===== src/rtl/load_store_unit.sv =====
// RV32I load/store unit: turns one pipeline memory op into a single bus access,
// with alignment checks, byte-lane steering, load extension and a bus timeout.
module load_store_unit #(
  parameter int TIMEOUT_CYCLES = 16
) (
  input  logic        clk,
  input  logic        rst,
  input  logic        lsu_valid,
  input  logic        lsu_we,
  input  logic [31:0] lsu_addr,
  input  logic [31:0] lsu_wdata,
  input  logic [2:0]  lsu_func3,
  output logic        lsu_stall,
  output logic        lsu_done,
  output logic [31:0] lsu_rdata,
  output logic        lsu_misalign,
  output logic        lsu_err,
  output logic        mem_req,
  input  logic        mem_gnt,
  output logic [31:0] mem_addr,
  output logic        mem_we,
  output logic [3:0]  mem_be,
  output logic [31:0] mem_wdata,
  input  logic        mem_rvalid,
  input  logic [31:0] mem_rdata
);

  localparam int CW = $clog2(TIMEOUT_CYCLES + 1);
  localparam logic [CW-1:0] TLIM = CW'(TIMEOUT_CYCLES);

  localparam logic [1:0] IDLE = 2'd0;
  localparam logic [1:0] REQ  = 2'd1;
  localparam logic [1:0] RSP  = 2'd2;
  localparam logic [1:0] DONE = 2'd3;

  logic [1:0]    state;
  logic [CW-1:0] cnt;
  logic [CW-1:0] cnt_next;
  logic          timeout;
  logic [31:0]   addr_q;
  logic [31:0]   wdata_q;
  logic [31:0]   rdata_q;
  logic [2:0]    func3_q;
  logic          we_q;
  logic          misalign_q;
  logic          err_q;
  logic          illegal_in;
  logic [3:0]    be;
  logic [31:0]   wdata_rep;
  logic [7:0]    byte_sel;
  logic [15:0]   half_sel;
  logic [31:0]   load_ext;

  // Bad func3 for the direction, or a half/word address not naturally aligned.
  always_comb begin
    illegal_in = 1'b0;
    if (lsu_we)
      illegal_in = (lsu_func3 > 3'd2);
    else
      illegal_in = (lsu_func3 == 3'b011) || (lsu_func3 == 3'b110) || (lsu_func3 == 3'b111);
    case (lsu_func3[1:0])
      2'b01:   if (lsu_addr[0]) illegal_in = 1'b1;
      2'b10:   if (lsu_addr[1:0] != 2'b00) illegal_in = 1'b1;
      default: ;
    endcase
  end

  always_comb begin
    be        = 4'b1111;
    wdata_rep = wdata_q;
    case (func3_q[1:0])
      2'b00: begin
        be        = 4'b0001 << addr_q[1:0];
        wdata_rep = {4{wdata_q[7:0]}};
      end
      2'b01: begin
        be        = addr_q[1] ? 4'b1100 : 4'b0011;
        wdata_rep = {2{wdata_q[15:0]}};
      end
      default: ;
    endcase
  end

  always_comb begin
    byte_sel = mem_rdata[7:0];
    case (addr_q[1:0])
      2'b01:   byte_sel = mem_rdata[15:8];
      2'b10:   byte_sel = mem_rdata[23:16];
      2'b11:   byte_sel = mem_rdata[31:24];
      default: ;
    endcase
    half_sel = addr_q[1] ? mem_rdata[31:16] : mem_rdata[15:0];
    case (func3_q)
      3'b000:  load_ext = {{24{byte_sel[7]}}, byte_sel};
      3'b100:  load_ext = {24'd0, byte_sel};
      3'b001:  load_ext = {{16{half_sel[15]}}, half_sel};
      3'b101:  load_ext = {16'd0, half_sel};
      default: load_ext = mem_rdata;
    endcase
  end

  assign cnt_next = cnt + 1'b1;
  assign timeout  = (cnt_next == TLIM);

  // A completing response always wins over a timeout landing in the same cycle.
  always_ff @(posedge clk or posedge rst) begin
    if (rst) begin
      state      <= IDLE;
      cnt        <= '0;
      addr_q     <= '0;
      wdata_q    <= '0;
      rdata_q    <= '0;
      func3_q    <= '0;
      we_q       <= 1'b0;
      misalign_q <= 1'b0;
      err_q      <= 1'b0;
    end else begin
      case (state)
        IDLE: begin
          if (lsu_valid) begin
            misalign_q <= illegal_in;
            err_q      <= 1'b0;
            if (illegal_in) begin
              state <= DONE;
            end else begin
              addr_q  <= lsu_addr;
              wdata_q <= lsu_wdata;
              func3_q <= lsu_func3;
              we_q    <= lsu_we;
              cnt     <= '0;
              state   <= REQ;
            end
          end
        end
        REQ: begin
          cnt <= cnt_next;
          if (mem_gnt && we_q) begin
            state <= DONE;
          end else if (mem_gnt && mem_rvalid) begin
            rdata_q <= load_ext;
            state   <= DONE;
          end else if (timeout) begin
            err_q <= 1'b1;
            if (!we_q) rdata_q <= '0;
            state <= DONE;
          end else if (mem_gnt) begin
            state <= RSP;
          end
        end
        RSP: begin
          cnt <= cnt_next;
          if (mem_rvalid) begin
            rdata_q <= load_ext;
            state   <= DONE;
          end else if (timeout) begin
            err_q   <= 1'b1;
            rdata_q <= '0;
            state   <= DONE;
          end
        end
        default: state <= IDLE;
      endcase
    end
  end

  // Bus outputs are only meaningful while requesting, so they read zero otherwise.
  assign mem_req      = (state == REQ);
  assign mem_addr     = mem_req ? {addr_q[31:2], 2'b00} : 32'd0;
  assign mem_we       = mem_req & we_q;
  assign mem_be       = mem_req ? be : 4'b0000;
  assign mem_wdata    = mem_req ? wdata_rep : 32'd0;
  assign lsu_done     = (state == DONE);
  assign lsu_misalign = lsu_done & misalign_q;
  assign lsu_err      = lsu_done & err_q;
  assign lsu_rdata    = rdata_q;
  assign lsu_stall    = lsu_valid & ~rst & (state != DONE);

endmodule


===== config.mk =====
export PLATFORM = sky130hd
export DESIGN_NAME = load_store_unit
export DESIGN_NICKNAME = d
export VERILOG_FILES = /design/src/rtl/load_store_unit.sv
export SDC_FILE = /design/constraint.sdc
export NUM_CORES = 1
export LEC_CHECK = 0
export ABC_AREA = 1
export CORE_MARGIN = 8
export CORE_UTILIZATION = 41
export DETAILED_ROUTE_END_ITERATION = 10
export PLACE_DENSITY = 0.77
export REMOVE_ABC_BUFFERS = 1
export SLEW_MARGIN = 0
export SYNTH_ARGS = -nofsm -noshare
export SYNTH_HDL_FRONTEND = slang
export SYNTH_SLANG_ARGS = --single-unit

===== constraint.sdc =====
create_clock -name clk -period 3.5 [get_ports clk]
set_clock_uncertainty 0.15 [all_clocks]
set_input_delay 0.525 -clock clk [delete_from_list [all_inputs] [get_ports clk]]
set_output_delay 0.525 -clock clk [all_outputs]
set_load 0.005 [all_outputs]

* Word level (Yosys, flattened, before mapping)
Cells that the tools add are included.
** Storage, ports and cells
- Flip-flop bits (word level) :: 109
- Bits of input ports :: 105
- Word-level logic and storage cells :: 101
- Output and inout port bits :: 106
** Cells by class
- Reductions and logical operators :: 18
- Shift operators :: 1
- $add $sub $neg :: 1
- Mux-type cells :: 38
- Magnitude comparators :: 1
- Bitwise operators :: 7
- Eq/ne operators :: 26
** Operators by type and width (number)
- 32-bit two-way mux :: 8
- 32-bit one-hot mux with 2 select lines :: 2
- 32-bit one-hot mux with 4 select lines :: 1
- 8-bit one-hot mux with 3 select lines :: 1
- 16-bit two-way mux :: 1
- 2-bit two-way mux :: 8
- 3-bit == test, second input constant :: 4
- 2-bit != test, second input constant :: 6
- 2-bit == test, second input constant :: 5
- 5-bit two-way mux :: 2
- 5-bit one-hot mux with 2 select lines :: 1
- 5-bit AND reduction :: 2
- 3-bit AND reduction :: 3
- 2-bit by 1-bit == test with 1-bit output, second input constant :: 4
- 1-bit two-way mux :: 8
- 4-bit two-way mux :: 2
- 4-bit one-hot mux with 2 select lines :: 1
- 2-bit one-hot mux with 3 select lines :: 1
- 2-bit nonzero test :: 3
- 5-bit by 1-bit adder with 5-bit output, second input constant :: 1
- 1-bit AND :: 5
- 5-bit == test, second input constant :: 1
- 5-bit by 1-bit != test with 1-bit output, second input constant :: 1
- 2-bit zero test :: 2
- 16 further kinds :: 19

* Depth between registers and ports, before layout
- Depth in word-level cells :: 9
- Gate-level depth with buffers :: 11
- Gate-level depth less buffers :: 10

* Worst setup path before layout
Ideal clock, no wire load.
- Kind :: reg-to-output
- From :: register state[1]
- To :: output mem_wdata[12]
- Data required time :: 2.825 ns
- Path buffers :: 2
- Data arrival time :: 1.320 ns
- Setup slack :: 1.505 ns
- Stages on the path, launching flop included :: 7
- Cells stage by stage :: dfrtp_1 -> inv_1 -> ha_1 -> buf_2 -> clkbuf_1 -> o21ai_0 -> a21oi_1
** On the way
- Cells in the longest elaborated chain, start to end :: 2
** RTL lines
- start, declared :: RTL line 36 : logic [1:0] state;
- start signal, assigned :: RTL line 108 : state <= IDLE;
- start signal, assigned :: RTL line 124 : state <= DONE;
- start signal, assigned :: RTL line 131 : state <= REQ;
- 2-bit by 1-bit == test with 1-bit output :: RTL line 167 : assign mem_req = (state == REQ);
- via mem_req :: RTL line 18 : output logic mem_req,
- 32-bit two-way mux :: RTL line 171 : assign mem_wdata = mem_req ? wdata_rep : 32'd0;
- end, declared :: RTL line 23 : output logic [31:0] mem_wdata,
The timed path passes the listed nets, and every way through them passes these cells.

* Worst setup path after layout
- From :: register state[1]
- To :: output mem_be[1]
** On the way
- Cells in the longest elaborated chain, start to end :: 2
** RTL lines
- 2-bit by 1-bit == test with 1-bit output :: RTL line 167
- 4-bit two-way mux :: RTL line 170 : assign mem_be = mem_req ? be : 4'b0000;
- end, declared :: RTL line 22 : output logic [3:0] mem_be,
Every way passes these cells.

==> summary.md <==
| Metric | Value |
|---|---|
| Outcome | finished, final reports clean |
| Die area | 18,400 um2 |
| Library cells used by synthesis | 34 |
| RR Endpoint | lsu_rdata[15]$_DFFE_PP0P_ |
| Largest family of logic cells by synthesized area | simple AND/OR/NAND/NOR gates |
| DR iter-0 viols | 286 |
| CTS Buf Count | 9 |
| Worst path arrival time | 2.58 ns |
| Wire per inst | 15.4 um |
| Final HPWL DP | 13,000 um |
| Die Ht | 136 um |
| Dominant synthesized flop cell | dfrtp_1 |
| GP Congestion | 0.834 |
| Slew HR | 45.6% |
| Post-CTS sizing | 0 |
| Buf+Inv Stages, Crit Path | 3 |
| CP startpoint kind | flip-flop |
| Port buffer count | 208 |
| Clk pwr share | 14.5% |
| All-Layer GR Usage | 19.7% |
| Htree depth | 3 |
| Final slew viol count | 0 |
| Synthesis-stage register bit count | 109 |
| Layout cells sized above 1 | 7.43% |
| Number of max-cap violations | 0 |
| CP max stage delay | 0.57 ns |
| Crit-path max FO | 26 |
| Core Region | 13,900 um2 |
| Internal power | 4.08 mW |
| R2R depth | 8 |
| Largest delay share family, worst path | buffers and inverters |
| Post-Route WL | 17,900 um |
| Clk slew on worst S/H paths | 0.07 ns |
| WHS Endpoint | addr_q[12]$_DFFE_PP0P_ |
| Final hold violation count | 0 |
| I/O Pins | 211 |
| Synthesis warning total | 0 |
| Post-synthesis xor/xnor area fraction | 0% |
| Post-route setup slack | 0.245 ns |
| Sw Share | 41.6% |
| Syn Area/Cell | 7.42 um2 |
| Synth top cells by count | nand2_1, dfrtp_1, inv_1 |
| Critical path type | flip-flop to primary output |
| Worst slew pin tran | 0.807 ns |
| PnR Total Power | 6.99 mW |
| Final setup fails | 0 |
| Detailed-route DRC error count | 0 |
| # nets final | 1,090 |
| Via/cell ratio | 4.86 |
| Hold Buf Count CTS | 0 |
| Synth area leaders | dfrtp_1, nand2_1, o21ai_0 |
| Power Density | 839 nW/um2 |
| Routed Antenna Nets | 0 |
| Largest net degree at the start of global routing | 57 |
| Total grt overflow | 0 |
| Final min period | 3.25 ns |
| N_diodes | 0 |
| Post-synthesis mux area share | 0% |
| Pre-CTS setup slack | 0.601 ns |
| Synth Instances | 791 |
| Min-delay src | addr_q[12]$_DFFE_PP0P_ |
| Critical path's slowest cell | clkdlybuf4s50_1 |
| Final Cell Area | 8330 um2 |
| Number of flops mapped to enable cells by yosys | 0 |
| Cell Area, Placed | 8040 um2 |
| # Post-CTS Setup Buffers | 0 |
| Worst Setup End Kind | primary output |
| Gate power share | 53.1% |
| Netlist Area Pre-Place | 5870 um2 |
| Synth area leader | dfrtp_1 |
| Worst R2R Setup Slack | 0.87 ns |
| Worst r2r src | state[1]$_DFFE_PP0P_ |
| Hold Crit Class | flip-flop to flip-flop |
| Simple-gate share of the synthesized area | 29.0% |
| Critical Path, Cell by Cell | inv_1 > ha_2 > inv_1 > a211oi_1 > clkdlybuf4s50_1 |
| WP data required | 2.82 ns |
| RSZ-0062 raised after global routing | false |
| CTS tree | yes |
| Critical path depth | 5 |
| Initial antenna violation count | 0 |
| Worst ir drop on vdd | 0.395 mV |
| Post-synthesis compound-gate area fraction | 13.4% |
| Clk sinks | 109 |
| WHS Path Cells | 2 |
| Most used cell, CP | inv_1 |
| Leakage power | 4.18 nW |
| Synth-to-Final Area Change | 42.1% |
| Max Fclk | 307 MHz |
| Seq/Total Area, Yosys | 46.5% |
| Starting density of the core | 42.1% |
| TritonRoute pass-1 iters | 4 |
| Via Count | 5,648 |
| Switching pwr | 2.91 mW |
| Final Cycle Share | 93.0% |
| Synth Area in Adders | 1.49% |
| Share of the synthesized area in the top cell type | 46.5% |
| Most frequent cell after synthesis | nand2_1 |
| Rows | 43 |
| First-pass GRT wire length | 29,200 um |
| Clock latency on the worst-skew pair | 0.34 ns |
| Vias in the first global route | 5,764 |
| Die span in x | 136 um |
| CTS max path bufs | 2 |
| FFs w/ async S/R, synth | 100% |
| Clk Tree Root Cell | clkbuf_16 |
| Sequential power share | 32.4% |
==> worst reg2reg max path, delay by kind of cell, from the launching register on <==
family                   cells  cell delay (ns)
buffers and inverters        2             0.40
AO/OA/AOI/OAI                2             0.36
adder cells (fa/ha/maj)      1             0.51
AND/OR/NAND/NOR              3             0.71
flip-flops                   1             0.42
==> metal layers <==
layer	global-route usage, %	part of all wire [%]	vias to the layer above
met5	0	0	-
met2	31.3	45	204
met1	23.7	43	2584
met3	8.01	11	22
met4	6.48	1.5	0
li1	-	-	2838
==> cells by family (layout without fill, tap and decap cells) <==
kind of cell / Yosys count / after routing
buffers and inverters: 124 / 315
adder cells (fa/ha/maj): 7 / 7
AO/OA/AOI/OAI: 132 / 132
AND/OR/NAND/NOR: 418 / 418
flip-flops: 109 / 109
other: 1 / 2
==> state kept, by name (all words and copies together) (netlist names) <==
register,flops
lsu_rdata,32
addr_q,32
we_q,1
err_q,1
state,2
func3_q,3
wdata_q,32
cnt,5
misalign_q,1
==> cell usage in the layout (no fill, tap or decap), types with 2 or more instances in the layout <==
cell type and count:
inv_1 77, buf_4 8, o21a_1 2, buf_12 2
clkdlybuf4s50_1 208, clkbuf_16 9, a211oi_1 2, or2_2 9
a21oi_1 12, o211ai_1 7, nand2_2 5, o21ai_1 14
ha_1 6, nand3_4 3, nand3_1 14, nand2_1 333
conb_1 2, dfrtp_1 109, clkinv_2 5, nand3b_1 2
o22ai_1 9, o21ai_0 63, nor2_1 41, o21ai_2 21
nor3_1 6
==> area by class of cell <==
class	count	area, um2
flip-flops and latches	109	2730
clock buffers	9	225
multi-input cells	559	2590
repair buffers	218	2180
inverters	81	313
fillers	1265	5600
well taps	180	225
clock inverters	7	66.3
==> worst max path at each step <==
stage / start / end / slack (ns)
floorplan: rst / addr_q[0]$_DFFE_PP0P_ / -0.05
global placement: state[1]$_DFFE_PP0P_ / mem_be[1] / 0.67
detailed placement: state[1]$_DFFE_PP0P_ / mem_be[1] / 0.60
CTS: state[1]$_DFFE_PP0P_ / mem_be[1] / 0.24
global route: state[1]$_DFFE_PP0P_ / mem_be[1] / 0.09
finish: state[1]$_DFFE_PP0P_ / mem_be[1] / 0.25
==> power groups by stage <==
stage	combinational, mW	clock, mW	sequential (mW)
final	3.71	1.02	2.26
after global routing	4.18	1.09	2.35
after CTS	3.77	1.04	2.26
after detailed placement	3.75	0	2.27
after global placement	3.67	0	2.26
after floorplan	2.02	0	2.21
==> through the flow <==
stage	hold WS, ns	util, %	setup TNS, ns	std cells
final	0.332	59.8	0	1163
after global routing	0.345	59.8	0	1163
after detailed placement	0.315	57.7	0	1147
after CTS	0.335	59.8	0	1163
after floorplan	0.299	-	-5.34	749
after global placement	0.313	57.7	0	1147
No activity file was read; power rests on OpenSTA's default activity.
